--- src/rtl/con_eval_pkg.sv ---
// Shared constants, mode encoding and helpers for the con-class evaluation pipeline.
package con_eval_pkg;

  // Width of one input vector and the position of each named literal in it.
  localparam int VEC_W = 7;
  localparam int A_IDX = 0;
  localparam int B_IDX = 1;
  localparam int C_IDX = 2;
  localparam int D_IDX = 3;
  localparam int F_IDX = 4;
  localparam int G_IDX = 5;
  localparam int H_IDX = 6;

  // Per-beat output mode; the unused encoding 2'b11 behaves like MODE_NORM.
  typedef enum logic [1:0] {
    MODE_NORM   = 2'b00,
    MODE_INV    = 2'b01,
    MODE_STICKY = 2'b10
  } mode_e;

  // Number of ones in a word of up to 32 lanes.
  function automatic logic [5:0] popcount(input logic [31:0] v);
    logic [5:0] n;
    n = '0;
    for (int i = 0; i < 32; i++) begin
      n = n + {5'd0, v[i]};
    end
    return n;
  endfunction

endpackage

--- src/rtl/con_eval_lane.sv ---
// One evaluation channel: the fixed f0/f1 sum-of-products pair on a 7-bit vector.
module con_eval_lane
  import con_eval_pkg::*;
(
  input  logic [VEC_W-1:0] vec,
  output logic             f0,
  output logic             f1
);

  logic a, b, c, d, f, g, h;

  assign a = vec[A_IDX];
  assign b = vec[B_IDX];
  assign c = vec[C_IDX];
  assign d = vec[D_IDX];
  assign f = vec[F_IDX];
  assign g = vec[G_IDX];
  assign h = vec[H_IDX];

  assign f0 = (a & b) | (~b & ~c & d) | (c & d & f) | (b & h & ~f);
  assign f1 = (~a & ~b) | (~a & f) | (a & b & ~f) | (~f & ~g) | (~b & ~d & f);

endmodule

--- src/rtl/con_eval_pipe.sv ---
// Elastic LANES-wide f0/f1 evaluator with per-beat output modes and
// saturating hit counters. Functions are computed ahead of stage 1; the mode
// is applied when a beat is loaded into the last (output) stage.
module con_eval_pipe
  import con_eval_pkg::*;
#(
  parameter int LANES = 4,
  parameter int PIPE  = 2,
  parameter int CNT_W = 16
) (
  input  logic                   clk,
  input  logic                   rst_n,
  input  logic                   in_valid,
  output logic                   in_ready,
  input  logic [VEC_W*LANES-1:0] in_vec,
  input  logic [1:0]             in_mode,
  input  logic                   clr,
  output logic                   out_valid,
  input  logic                   out_ready,
  output logic [LANES-1:0]       out_f0,
  output logic [LANES-1:0]       out_f1,
  output logic [CNT_W-1:0]       f0_cnt,
  output logic [CNT_W-1:0]       f1_cnt,
  output logic                   cnt_sat
);

  genvar gi;

  if (PIPE != 1 && PIPE != 2) begin : g_bad_pipe
    $error("con_eval_pipe: PIPE must be 1 or 2");
  end

  // ---------------- lane functions ----------------
  logic [LANES-1:0] raw_f0;
  logic [LANES-1:0] raw_f1;

  for (gi = 0; gi < LANES; gi++) begin : g_lane
    con_eval_lane u_lane (
      .vec (in_vec[gi*VEC_W +: VEC_W]),
      .f0  (raw_f0[gi]),
      .f1  (raw_f1[gi])
    );
  end

  // ---------------- elastic stages ----------------
  logic [PIPE:1]    s_valid;
  logic [1:0]       s_mode [PIPE:1];
  logic [LANES-1:0] s_f0   [PIPE:1];
  logic [LANES-1:0] s_f1   [PIPE:1];
  logic [PIPE:1]    stage_ready;

  // A stage can take a new beat when empty or when its contents move on;
  // the ready chain is resolved from the output backwards.
  always_comb begin
    logic rdy;
    stage_ready = '0;
    rdy = out_ready;
    for (int k = PIPE; k >= 1; k--) begin
      stage_ready[k] = ~s_valid[k] | rdy;
      rdy = stage_ready[k];
    end
  end

  assign in_ready = stage_ready[1];

  for (gi = 1; gi <= PIPE; gi++) begin : g_stage
    logic             up_v;
    logic [1:0]       up_m;
    logic [LANES-1:0] up_f0;
    logic [LANES-1:0] up_f1;
    logic             v_reg;
    logic [1:0]       m_reg;
    logic [LANES-1:0] f0_reg;
    logic [LANES-1:0] f1_reg;

    if (gi == 1) begin : g_src_in
      assign up_v  = in_valid;
      assign up_m  = in_mode;
      assign up_f0 = raw_f0;
      assign up_f1 = raw_f1;
    end else begin : g_src_stage
      assign up_v  = s_valid[gi-1];
      assign up_m  = s_mode[gi-1];
      assign up_f0 = s_f0[gi-1];
      assign up_f1 = s_f1[gi-1];
    end

    // Stage register: takes the upstream beat (or a bubble) whenever it may load.
    always_ff @(posedge clk) begin
      if (!rst_n) begin
        v_reg  <= 1'b0;
        m_reg  <= '0;
        f0_reg <= '0;
        f1_reg <= '0;
      end else if (stage_ready[gi]) begin
        v_reg <= up_v;
        if (up_v) begin
          m_reg  <= up_m;
          f0_reg <= up_f0;
          f1_reg <= up_f1;
        end
      end
    end

    assign s_valid[gi] = v_reg;
    assign s_mode[gi]  = m_reg;
    assign s_f0[gi]    = f0_reg;
    assign s_f1[gi]    = f1_reg;
  end

  // Beat arriving at the output stage this cycle.
  logic             ld_v;
  logic [1:0]       ld_m;
  logic [LANES-1:0] ld_f0;
  logic [LANES-1:0] ld_f1;

  if (PIPE == 1) begin : g_ld_in
    assign ld_v  = in_valid;
    assign ld_m  = in_mode;
    assign ld_f0 = raw_f0;
    assign ld_f1 = raw_f1;
  end else begin : g_ld_stage
    assign ld_v  = s_valid[PIPE-1];
    assign ld_m  = s_mode[PIPE-1];
    assign ld_f0 = s_f0[PIPE-1];
    assign ld_f1 = s_f1[PIPE-1];
  end

  logic out_fire;
  assign out_valid = s_valid[PIPE];
  assign out_fire  = out_valid & out_ready;

  // ---------------- sticky state ----------------
  logic [LANES-1:0] sticky_f0_reg, sticky_f1_reg;
  logic [LANES-1:0] sticky_f0_next, sticky_f1_next;

  // Clear first, then fold in the raw value of an accepted sticky-mode beat.
  always_comb begin
    sticky_f0_next = clr ? '0 : sticky_f0_reg;
    sticky_f1_next = clr ? '0 : sticky_f1_reg;
    if (out_fire && s_mode[PIPE] == MODE_STICKY) begin
      sticky_f0_next = sticky_f0_next | s_f0[PIPE];
      sticky_f1_next = sticky_f1_next | s_f1[PIPE];
    end
  end

  // Sticky registers hold the OR of accepted sticky-mode beats since clear.
  always_ff @(posedge clk) begin
    if (!rst_n) begin
      sticky_f0_reg <= '0;
      sticky_f1_reg <= '0;
    end else begin
      sticky_f0_reg <= sticky_f0_next;
      sticky_f1_reg <= sticky_f1_next;
    end
  end

  // ---------------- output mode ----------------
  logic [LANES-1:0] mode_f0, mode_f1;
  logic [LANES-1:0] out_f0_reg, out_f1_reg;

  // Mode transform of the loading beat; sticky uses the post-edge sticky value
  // so a beat leaving in the same cycle is already folded in.
  always_comb begin
    mode_f0 = ld_f0;
    mode_f1 = ld_f1;
    case (ld_m)
      MODE_INV: begin
        mode_f0 = ~ld_f0;
        mode_f1 = ~ld_f1;
      end
      MODE_STICKY: begin
        mode_f0 = sticky_f0_next | ld_f0;
        mode_f1 = sticky_f1_next | ld_f1;
      end
      default: begin
        mode_f0 = ld_f0;
        mode_f1 = ld_f1;
      end
    endcase
  end

  // Presented results load together with the last stage and hold under stall.
  always_ff @(posedge clk) begin
    if (!rst_n) begin
      out_f0_reg <= '0;
      out_f1_reg <= '0;
    end else if (stage_ready[PIPE] && ld_v) begin
      out_f0_reg <= mode_f0;
      out_f1_reg <= mode_f1;
    end
  end

  assign out_f0 = out_f0_reg;
  assign out_f1 = out_f1_reg;

  // ---------------- hit counters ----------------
  logic [CNT_W-1:0] cnt0_reg, cnt1_reg, cnt0_next, cnt1_next;
  logic [CNT_W-1:0] base0, base1;
  logic [CNT_W:0]   sum0, sum1;
  logic             sat_reg, sat_next;

  // Add presented popcounts on accepted beats, clamping at all-ones.
  always_comb begin
    base0 = clr ? '0 : cnt0_reg;
    base1 = clr ? '0 : cnt1_reg;
    sum0  = {1'b0, base0} + (CNT_W+1)'(popcount(32'(out_f0_reg)));
    sum1  = {1'b0, base1} + (CNT_W+1)'(popcount(32'(out_f1_reg)));
    cnt0_next = base0;
    cnt1_next = base1;
    sat_next  = clr ? 1'b0 : sat_reg;
    if (out_fire) begin
      cnt0_next = sum0[CNT_W] ? '1 : sum0[CNT_W-1:0];
      cnt1_next = sum1[CNT_W] ? '1 : sum1[CNT_W-1:0];
      sat_next  = sat_next | sum0[CNT_W] | sum1[CNT_W];
    end
  end

  // Counter and saturation-flag state.
  always_ff @(posedge clk) begin
    if (!rst_n) begin
      cnt0_reg <= '0;
      cnt1_reg <= '0;
      sat_reg  <= 1'b0;
    end else begin
      cnt0_reg <= cnt0_next;
      cnt1_reg <= cnt1_next;
      sat_reg  <= sat_next;
    end
  end

  assign f0_cnt  = cnt0_reg;
  assign f1_cnt  = cnt1_reg;
  assign cnt_sat = sat_reg;

endmodule
--- config.mk ---
export PLATFORM = sky130hd
export DESIGN_NAME = con_eval_pipe
export DESIGN_NICKNAME = d
export VERILOG_FILES = /design/src/rtl/con_eval_pkg.sv /design/src/rtl/con_eval_lane.sv /design/src/rtl/con_eval_pipe.sv
export SDC_FILE = /design/constraint.sdc
export NUM_CORES = 1
export LEC_CHECK = 0
export ABC_AREA = 1
export BUFFER_PORTS_ARGS = -buffer_cell sky130_fd_sc_hd__buf_2
export CORE_MARGIN = 3
export CORE_UTILIZATION = 35
export DETAILED_ROUTE_END_ITERATION = 6
export PLACE_DENSITY_LB_ADDON = 0.15
export SLEW_MARGIN = 0
export SYNTH_ARGS = -nofsm -noshare
export SYNTH_HDL_FRONTEND = slang
export SYNTH_SLANG_ARGS = --single-unit
--- constraint.sdc ---
create_clock -name clk -period 2.8 [get_ports clk]
set_input_delay 0.28 -clock clk [delete_from_list [all_inputs] [get_ports clk]]
set_output_delay 0.28 -clock clk [all_outputs]
set_load 0.02 [all_outputs]
; Word level (Yosys, flattened, before mapping)
; Index checks and enable logic that the tools add are counted.
[word_totals]
in_bits = 35
word_cells = 161
out_inout_bits = 43
regBits = 71
[classes]
eq_ne = 3
n_reduce_logical = 4
n_bitwise = 117
mux = 14
n_addsub = 8
[op_table]
columns = cell, n
row1 = $mux 16, 6
row2 = $and 1x1->1, 53
row3 = $add 16x4->17, 2
row4 = $or 1x1->1, 32
row5 = $not 1->1, 26
row6 = $mux 4, 4
row7 = $or 4x4->4, 4
row8 = $pmux 4 s2, 2
row9 = $add 3x1->4, 2
row10 = $not 4->4, 2
row11 = $add 2x1->3, 2
row12 = $add 1x1->2, 2
row13 = $eq 2x2->1 const B, 2
row14 = $reduce_and 2->1, 2
row15 = $eq 2x1->1 const B, 1
row16 = $logic_and 1x1->1, 2
row17 = $mux 1, 2

; Longest topological paths before layout
; Gate-level depths: netlist (run 1).
[depth]
ltp_word = 7
mapped_depth = 17
depth_no_buf = 14

; Cells and area by module
; Synthesis (run 1) repeated with hierarchy kept, for this count alone.
[unflattened]
cells_unflattened = 613
area_unflattened_um2 = 4036.4
[by_module_without_submodules]
columns = module, seq_area_each_um2, area_each_um2, cells_each, n_inst
row1 = con_eval_pipe, 1421.4, 3741.1, 537, 1
row2 = con_eval_lane, 0.0, 73.8, 19, 4

; Least setup slack after synthesis (run 1)
; Ideal clock, no wire load.
[synth_timing]
path_type = reg-to-reg
start = register out_f0_reg[0] (netlist: out_f0[0])
end = register cnt0_reg[10] (netlist: f0_cnt[10])
setup_ns = 0.109
synth_period_minus_slack_ns = 2.475
arrival_time_ns = 2.366
setup_slack_ns = 0.325
required_ns = 2.691
n_path_buf = 0
path_stages_with_launch = 15
path_cell_list = dfxtp_1 fa_1 inv_1 fa_1 inv_1 fa_1 nand2_1 nor2_1 nand3_2 nor2_2 nand2_1 nand2_1 nand3_1 nand2_1 inv_1
[synth_via]
elab_chain_len = 6
[synth_lines]
columns = item, line_no
row1 = from (decl), con_eval_pipe.sv:160  ; logic [LANES-1:0] out_f0_reg, out_f1_reg;
row2 = from (signal assigned), con_eval_pipe.sv:189  ; out_f0_reg <= mode_f0;
row3 = $add 1x1->2, con_eval_pkg.sv:26  ; n = n + {5'd0, v[i]};
row4 = $add 2x1->3, con_eval_pkg.sv:26
row5 = $add 3x1->4, con_eval_pkg.sv:26
row6 = $add 16x4->17, con_eval_pipe.sv:207  ; sum0 = {1'b0, base0} + (CNT_W+1)'(popcount(32'(out_f0_reg)));
row7 = $mux 16, con_eval_pipe.sv:213  ; cnt0_next = sum0[CNT_W] ? '1 : sum0[CNT_W-1:0];
row8 = $mux 16, con_eval_pipe.sv:212  ; if (out_fire) begin
row9 = to (signal assigned), con_eval_pipe.sv:226  ; cnt0_reg <= cnt0_next;
row10 = to (decl), con_eval_pipe.sv:198  ; logic [CNT_W-1:0] cnt0_reg, cnt1_reg, cnt0_next, cnt1_next;
; No other way between the ends.
; A chain may end at the register's enable or synchronous reset.

; Worst setup path after layout (run 1)
[layout_timing]
start = register out_f0_reg[0] (netlist: out_f0[0])
end = register cnt0_reg[12] (netlist: f0_cnt[12])
; Same word-level chain as after synthesis.

==> impl_metrics.ini, run 1 <==
[power_and_ir_drop]
p_comb_share_pct = 9.0
pwr-share-clk_pct = 52.0
p_leak_nw = 2.25
p_sw_mw = 0.637
cellPowerDensity_nw_per_um2 = 559
switching_share_pct = 23.3
seqPwrFrac_pct = 39.0
intPower_mw = 2.09
peakVddDrop_mv = 0.321

[placement]
dp.cells = 776
place_congestion = 0.825
port_buffers = 77
hpwl_mm = 7.65

[cts]
cts_tree = done
cts_setup_buffers = 0
clockBufferDepth = 2
cts_sinks = 71
insertion_delay_ns = 0.33
htreeDepth = 3
clk_pin_slew_ns = 0.06
cts-root-buf = clkbuf_16
numCtsBuffers = 9

[global_routing]
antenna_found_initial = 0
grtUsageTotal_pct = 16.5
grtUsageMet1_pct = 20.4
grt_pass1_vias = 3592
grt_overflow = 0
busiest_layer = met2
met2_usage_pct = 28.4
grt_max_degree = 38
use_met3_pct = 4.44
grt_pass1_wl_mm = 17.2

[min_path]
hold_path_depth = 3
hp-class = in -> reg

[logic_synthesis]
yosys_most_used_dff = dfxtp_1
synth.most_common_cell = nand2_1
synth_cell_types = 39
synthesis.area_um2 = 4010
yosysSeqAreaShare_pct = 35.4
synth_cells = 575
yosys.area.top_type_share_pct = 35.4
yosys.area.top_type = dfxtp_1
syn_area_per_cell_um2 = 6.98
async_flop_share_pct = 0
syn_nets = 620
synth_common_cells = 129 x nand2_1, 83 x inv_1, 76 x a21oi_1
ys_warn_count = 0
synth_edf_count = 0
ys_top_cells_by_area = dfxtp_1 35%, nand2_1 12%, a21oi_1 9.5%
synth-seq-cells = 71

[timing]
final-hold-violation-count = 0
fmax_ghz = 0.389
fin_worst_skew_ns = 0.00693
final.setup.tns_ns = 0
slew_headroom_pct = 58.7
grt_setup_unrepaired = no
finalCritPeriodShare_pct = 91.8
fin_crit_ns = 2.57
finalSetupViolations = 0
worst_pin_slew_ns = 0.616
maxSlewViolCount = 0

[worst_setup_path]
end_kind = flop
start_kind = flop
reg2reg_depth = 13
worstSetupPathType = reg -> reg
arrival_ns = 2.85
cp_max_fo = 9
required_ns = 3.08

[floorplanning]
core-area_um2 = 11000
start_util_pct = 36.4
placementRows = 38
die_area_um2 = 12800
die_w_um = 113
die_h_um = 113
ios = 78

[drt]
num_vias = 3847
post_drt_wl_per_cell_um = 13.1
drtPass1Iterations = 5
finalWirelength_mm = 10.4
viasPerCell = 4.86
first_iter_violations = 225
ant_nets = 0
drcViolationCount = 0

[cells_and_area]
final_layout_size_suffix_gt1_share_pct = 21.5
nets = 692
area_growth_pct = 21.5
diodes = 0
instances_no_fill = 792

[outcome]
outcome = finished clean

[flow_run]
maxCapViolations = 0
[metrics by stage]
step / worst slack (ns) / hold slack (ns) / utilization [%] / instance area, µm² / total power, mW
after floorplan: 0.325 / 0.448 / - / 4010 / 1.25
after global placement: 0.223 / 0.458 / 40.7 / 4490 / 1.33
after detailed placement: 0.148 / 0.465 / 40.7 / 4490 / 1.33
after CTS: 0.126 / 0.218 / 44.1 / 4860 / 2.76
after global routing: 0.0389 / 0.251 / 44.2 / 4880 / 2.84
final: 0.229 / 0.228 / 44.2 / 4880 / 2.73
[power groups by stage]
stage / combinational (mW) / clock (mW) / sequential [mW]
finish: 0.245 / 1.42 / 1.06
global route: 0.281 / 1.49 / 1.07
CTS: 0.248 / 1.45 / 1.06
detailed placement: 0.248 / 0 / 1.09
global placement: 0.242 / 0 / 1.08
floorplan: 0.157 / 0 / 1.09
[cell type report]
type / instances / area [µm²]
well taps: 140 / 175
fillers: 1148 / 6150
inverters: 87 / 334
clock buffers: 9 / 225
flip-flops and latches: 71 / 1420
clock inverters: 7 / 145
repair buffers: 82 / 423
multi-input cells: 396 / 2150
[cells in the final DEF (no fill, tap or decap), types with 2 or more instances in the layout]
cell type / netlist / final
a21oi_1: 76 / 76
nand2_1: 129 / 129
nand2_4: 3 / 4
xor2_1: 6 / 6
fa_1: 6 / 6
nand3_2: 7 / 6
bufinv_16: 0 / 4
nor3_2: 3 / 3
nor2_2: 10 / 11
clkinv_4: 0 / 2
nor2_1: 35 / 34
inv_2: 2 / 2
nand2_2: 6 / 5
inv_1: 83 / 83
a311oi_1: 3 / 3
nand4_1: 12 / 12
dfxtp_1: 71 / 71
xnor2_1: 6 / 6
buf_4: 1 / 5
a31oi_1: 9 / 9
nand3_1: 34 / 34
nor3_1: 2 / 2
nor2_4: 5 / 5
o21ai_0: 31 / 31
clkbuf_16: 0 / 9
ha_1: 4 / 4
buf_2: 5 / 77
[metal layers]
| layer | vias up | share of wire, % |
|---|---|---|
| met2 | 73 | 49 |
| met3 | 9 | 5.1 |
| li1 | 2014 | - |
| met1 | 1751 | 45 |
| met5 | - | 0 |
| met4 | 0 | 0.91 |
[path summary, 6_finish.rpt]
| kind | to | slack, ns | startpoint |
|---|---|---|---|
| max | f0_cnt[12] | 0.23 | out_f0[0] |
| min | g_stage[1].m_reg[0] | 0.23 | in_mode[0] |
| max reg2reg | f0_cnt[12] | 0.23 | out_f0[0] |
| min reg2reg | g_stage[2].m_reg[1] | 0.47 | g_stage[2].m_reg[1] |
[repair_timing]
action                     in CTS  in global routing
setup endpoints to repair       0                 13
hold buffers                    0                  0
gates resized for setup         0                  3
[worst max-delay path: stages, from the launching register on]
cell and delay (ns):
dfxtp_1 0.34, fa_1 0.54, inv_1 0.05, fa_1 0.38
inv_1 0.10, fa_1 0.21, nand2_1 0.09, nor2_2 0.15
nand3_2 0.13, nor3_4 0.19, nand2_4 0.13, nand3_1 0.11
nand2_1 0.05, inv_1 0.05
[kinds of logic after synthesis]
| group | synth area share [%] |
|---|---|
| compound gates | 16.7 |
| fa+ha+maj | 4.24 |
| simple gates | 29.7 |
| buf+inv | 11.3 |
| flops | 35.4 |
| xor+xnor | 2.62 |
Power figures use the tool's default switching activity.
==> inputs of run 2 (changes only) <==
--- a/config.mk
+++ b/config.mk
@@ -8,7 +8,7 @@
 export ABC_AREA = 1
 export BUFFER_PORTS_ARGS = -buffer_cell sky130_fd_sc_hd__buf_2
 export CORE_MARGIN = 3
-export CORE_UTILIZATION = 35
+export CORE_UTILIZATION = 45
 export DETAILED_ROUTE_END_ITERATION = 6
 export PLACE_DENSITY_LB_ADDON = 0.15
 export SLEW_MARGIN = 0
==> impl_metrics.ini, run 2 (same netlist as run 1, synthesis figures left out) <==
[outcome]
outcome = finished clean

[cells_and_area]
diodes = 0
final_layout_size_suffix_gt1_share_pct = 21.3
final_common_cell = nand2_1
final_cell_mix = 129 x nand2_1, 83 x inv_1, 77 x buf_2
nets = 692
utilization_pct = 55.1
nFillCells = 825
area_growth_pct = 15.7

[cts]
insertion_delay_ns = 0.34
numCtsBuffers = 9
htreeDepth = 3
cts-root-buf = clkbuf_8
cts_tree = done
cts_setup_buffers = 0
cts_resized = 0
cts_sinks = 71
clk_pin_slew_ns = 0.08
clockBufferDepth = 2
postCtsHoldBufs = 0

[global_routing]
grtUsageTotal_pct = 20.1
antenna_found_initial = 0
grt_pass1_wl_mm = 16.5
grt_max_degree = 38
grt_pass1_vias = 3749
grt_overflow = 0

[worst_setup_path]
cp_max_fo = 9
end_kind = flop
start_kind = flop
worstSetupPathType = reg -> reg
required_ns = 3.09
arrival_ns = 2.87

[placement]
place_congestion = 0.850
hpwl_mm = 7.38
port_buffers = 77

[floorplanning]
start_util_pct = 47.7
die_area_um2 = 10100
ios = 78
placementRows = 33
die_w_um = 100
die_h_um = 100
core-area_um2 = 8420

[drt]
num_vias = 3890
viasPerCell = 5.14
first_iter_violations = 104
drcViolationCount = 0
post_drt_wl_per_cell_um = 13.2
finalWirelength_mm = 9.98
ant_nets = 0
drtPass1Iterations = 4

[power_and_ir_drop]
power_mw = 2.08
p_leak_nw = 2.16
cellPowerDensity_nw_per_um2 = 447
peakVddDrop_mv = 0.263

[timing]
final-hold-violation-count = 0
finalCritPeriodShare_pct = 92.1
fin_crit_ns = 2.58
fmax_ghz = 0.388
fin_worst_skew_ns = 0.00802
worst_pin_slew_ns = 0.643
maxSlewViolCount = 0
finalSetupViolations = 0
final.setup.tns_ns = 0
grt_setup_unrepaired = no
slew_headroom_pct = 56.9

[min_path]
hp-class = in -> reg

[flow_run]
maxCapViolations = 0
-- run 2: cell count changes in the layout (fill, tap and decap cells not counted) --
cell        delta
clkinvlp_4     +2
clkbuf_16      -9
nor2_2         -1
clkinv_4       -2
clkinv_2       +2
clkbuf_8      +11
nor2_1         +1
bufinv_16      -4
-- run 2: worst paths after layout --
kind,from,end,slack [ns],cells past startpoint
setup reg to reg,out_f0[0],f0_cnt[12],0.22,13
hold reg to reg,g_stage[2].m_reg[1],g_stage[2].m_reg[1],0.47,2
setup / recovery,out_f0[0],f0_cnt[12],0.22,13
hold / removal,in_mode[0],g_stage[1].m_reg[0],0.24,3
-- run 2: cell type report --
| class | instances | area [µm²] | area share, % |
|---|---|---|---|
| clock buffers | 11 | 151 | 3.26 |
| clock inverters | 5 | 32.5 | 0.700 |
| inverters | 87 | 334 | 7.19 |
| multi-input cells | 396 | 2150 | 46.3 |
| flip-flops and latches | 71 | 1420 | 30.6 |
| well taps | 105 | 131 | 2.83 |
| repair buffers | 82 | 423 | 9.11 |
-- run 2: power breakdown --
part | internal [mW] | total, mW | leakage, nW | switching [mW]
Combinational | 0.0846 | 0.245 | 1.49 | 0.161
Sequential | 1.04 | 1.06 | 0.578 | 0.0201
Clock | 0.367 | 0.768 | 0.0873 | 0.401
Total | 1.49 | 2.08 | 2.16 | 0.582
-- run 2: routing by layer --
metal / vias to the layer above / track usage, % / part of all wire [%]
li1: 2004 / - / -
met1: 1789 / 24.0 / 45
met2: 84 / 35.4 / 49
met3: 13 / 4.24 / 4.8
met4: 0 / 7.05 / 1.5
met5: - / 0 / 0
-- run 2: per-stage QoR --
step                      setup slack [ns]  std cells  area [µm²]  hold slack [ns]
after floorplan                      0.325        575        4010            0.448
after global placement               0.225        741        4450            0.461
after detailed placement             0.153        741        4450            0.466
after CTS                            0.145        757        4630            0.227
after global routing                0.0195        757        4640            0.256
final                                0.221        757        4640            0.236
-- run 2: worst max-delay path, cell delays in order (launching register included) --
cell     delay [ns]
dfxtp_1        0.34
fa_1           0.53
inv_1          0.05
fa_1           0.38
inv_1          0.09
fa_1           0.21
nand2_1        0.08
nor2_1         0.17
nand3_2        0.15
nor3_4         0.20
nand2_4        0.12
nand3_1        0.10
nand2_1        0.05
inv_1          0.06
==> inputs of run 3 (changes only) <==
--- a/config.mk
+++ b/config.mk
@@ -11,6 +11,7 @@
 export CORE_UTILIZATION = 45
 export DETAILED_ROUTE_END_ITERATION = 6
 export PLACE_DENSITY_LB_ADDON = 0.15
+export RECOVER_POWER = 50
 export SLEW_MARGIN = 0
 export SYNTH_ARGS = -nofsm -noshare
 export SYNTH_HDL_FRONTEND = slang
==> impl_metrics.ini, run 3 (same netlist as run 1, synthesis figures left out) <==
[drt]
drtPass1Iterations = 4
drcViolationCount = 0
first_iter_violations = 102
post_drt_wl_per_cell_um = 13.2
viasPerCell = 5.15
ant_nets = 0
finalWirelength_mm = 10.0
num_vias = 3901

[cts]
insertion_delay_ns = 0.34
postCtsHoldBufs = 0
cts_sinks = 71
cts_tree = done
cts_setup_buffers = 0
numCtsBuffers = 9
clk_pin_slew_ns = 0.08
htreeDepth = 3
cts-root-buf = clkbuf_8
clockBufferDepth = 2

[timing]
worst_pin_slew_ns = 0.797
fmax_ghz = 0.388
maxSlewViolCount = 0
final-hold-violation-count = 0
finalCritPeriodShare_pct = 92.0
final.setup.tns_ns = 0
finalSetupViolations = 0
grt_setup_unrepaired = no
setup_ws_ns = 0.224
fin_worst_skew_ns = 0.00788
slew_headroom_pct = 46.9
fin_crit_ns = 2.58
hold_ws_ns = 0.236

[min_path]
hp-class = in -> reg

[cells_and_area]
area_growth_pct = 14.3
final_common_cell = nand2_1
utilization_pct = 54.5
nets = 692
final_area_um2 = 4590
diodes = 0
nFillCells = 838
final_cell_mix = 129 x nand2_1, 83 x inv_1, 76 x a21oi_1
final_layout_size_suffix_gt1_share_pct = 14.6
instances_no_fill = 757

[global_routing]
grtUsageTotal_pct = 20.1
grt_overflow = 0
grt_pass1_wl_mm = 16.5
grt_max_degree = 38
busiest_layer = met2
met2_usage_pct = 35.4
use_met3_pct = 4.24
antenna_found_initial = 0
grtUsageMet1_pct = 24.0
grt_pass1_vias = 3749

[outcome]
outcome = finished clean

[floorplanning]
die_w_um = 100
core-area_um2 = 8420
die_area_um2 = 10100
die_h_um = 100
start_util_pct = 47.7
ios = 78
placementRows = 33

[placement]
post_dp_cell_area_um2 = 4450
dp.cells = 741
pre_cts_slack_ns = 0.153
hpwl_mm = 7.38
port_buffers = 77
place_congestion = 0.850

[worst_setup_path]
start_kind = flop
cp_max_fo = 9
end_kind = flop
required_ns = 3.09
worstSetupPathType = reg -> reg
arrival_ns = 2.87

[power_and_ir_drop]
cellPowerDensity_nw_per_um2 = 452
switching_share_pct = 28.1
p_sw_mw = 0.582
pwr-share-clk_pct = 37.1
power_mw = 2.07
peakVddDrop_mv = 0.262
intPower_mw = 1.49
seqPwrFrac_pct = 51.3
p_leak_nw = 1.97
p_comb_share_pct = 11.7

[flow_run]
maxCapViolations = 0
-- run 3: path summary, 6_finish.rpt --
| check | startpoint | to | slack, ns | cells after the start |
|---|---|---|---|---|
| worst min register to register | g_stage[2].m_reg[1] | g_stage[2].m_reg[1] | 0.47 | 2 |
| worst max register to register | out_f0[0] | f0_cnt[12] | 0.22 | 13 |
| worst max-delay path | out_f0[0] | f0_cnt[12] | 0.22 | 13 |
| worst min-delay path | in_mode[0] | g_stage[1].m_reg[0] | 0.24 | 3 |
-- run 3: critical path, cell delays in order, from the launching register on --
cell     delay, ns
dfxtp_1       0.34
fa_1          0.53
inv_1         0.05
fa_1          0.38
inv_1         0.09
fa_1          0.20
nand2_1       0.08
nor2_1        0.17
nand3_2       0.15
nor3_4        0.20
nand2_4       0.12
nand3_1       0.10
nand2_1       0.05
inv_1         0.06
-- run 3: layout make-up --
class                           count  area [µm²]  share of cell area (%)
Clock buffer                       11         151                    3.30
Multi-Input combinational cell    396        2150                    46.9
Timing Repair Buffer               82         365                    7.97
Inverter                           87         334                    7.28
Clock inverter                      5        32.5                   0.709
Tap cell                          105         131                    2.86
Sequential cell                    71        1420                    31.0
-- run 3: power groups by stage --
stage	combinational [mW]	sequential [mW]	clock (mW)
after detailed placement	0.247	1.09	0
final	0.242	1.06	0.768
after global placement	0.237	1.08	0
after global routing	0.275	1.07	0.821
after CTS	0.246	1.06	0.782
after floorplan	0.157	1.09	0
-- run 3: repair_timing --
action | 4_1_cts | 5_1_grt
gates resized for setup | 0 | 2
endpoints found under the hold margin | 0 | 0
endpoints found under the setup margin | 0 | 7
-- run 3: layer usage --
layer	routed length (µm)	part of all wire, %
met3	532	5.3
met2	4860	48
met4	148	1.5
met1	4480	45
met5	0	0
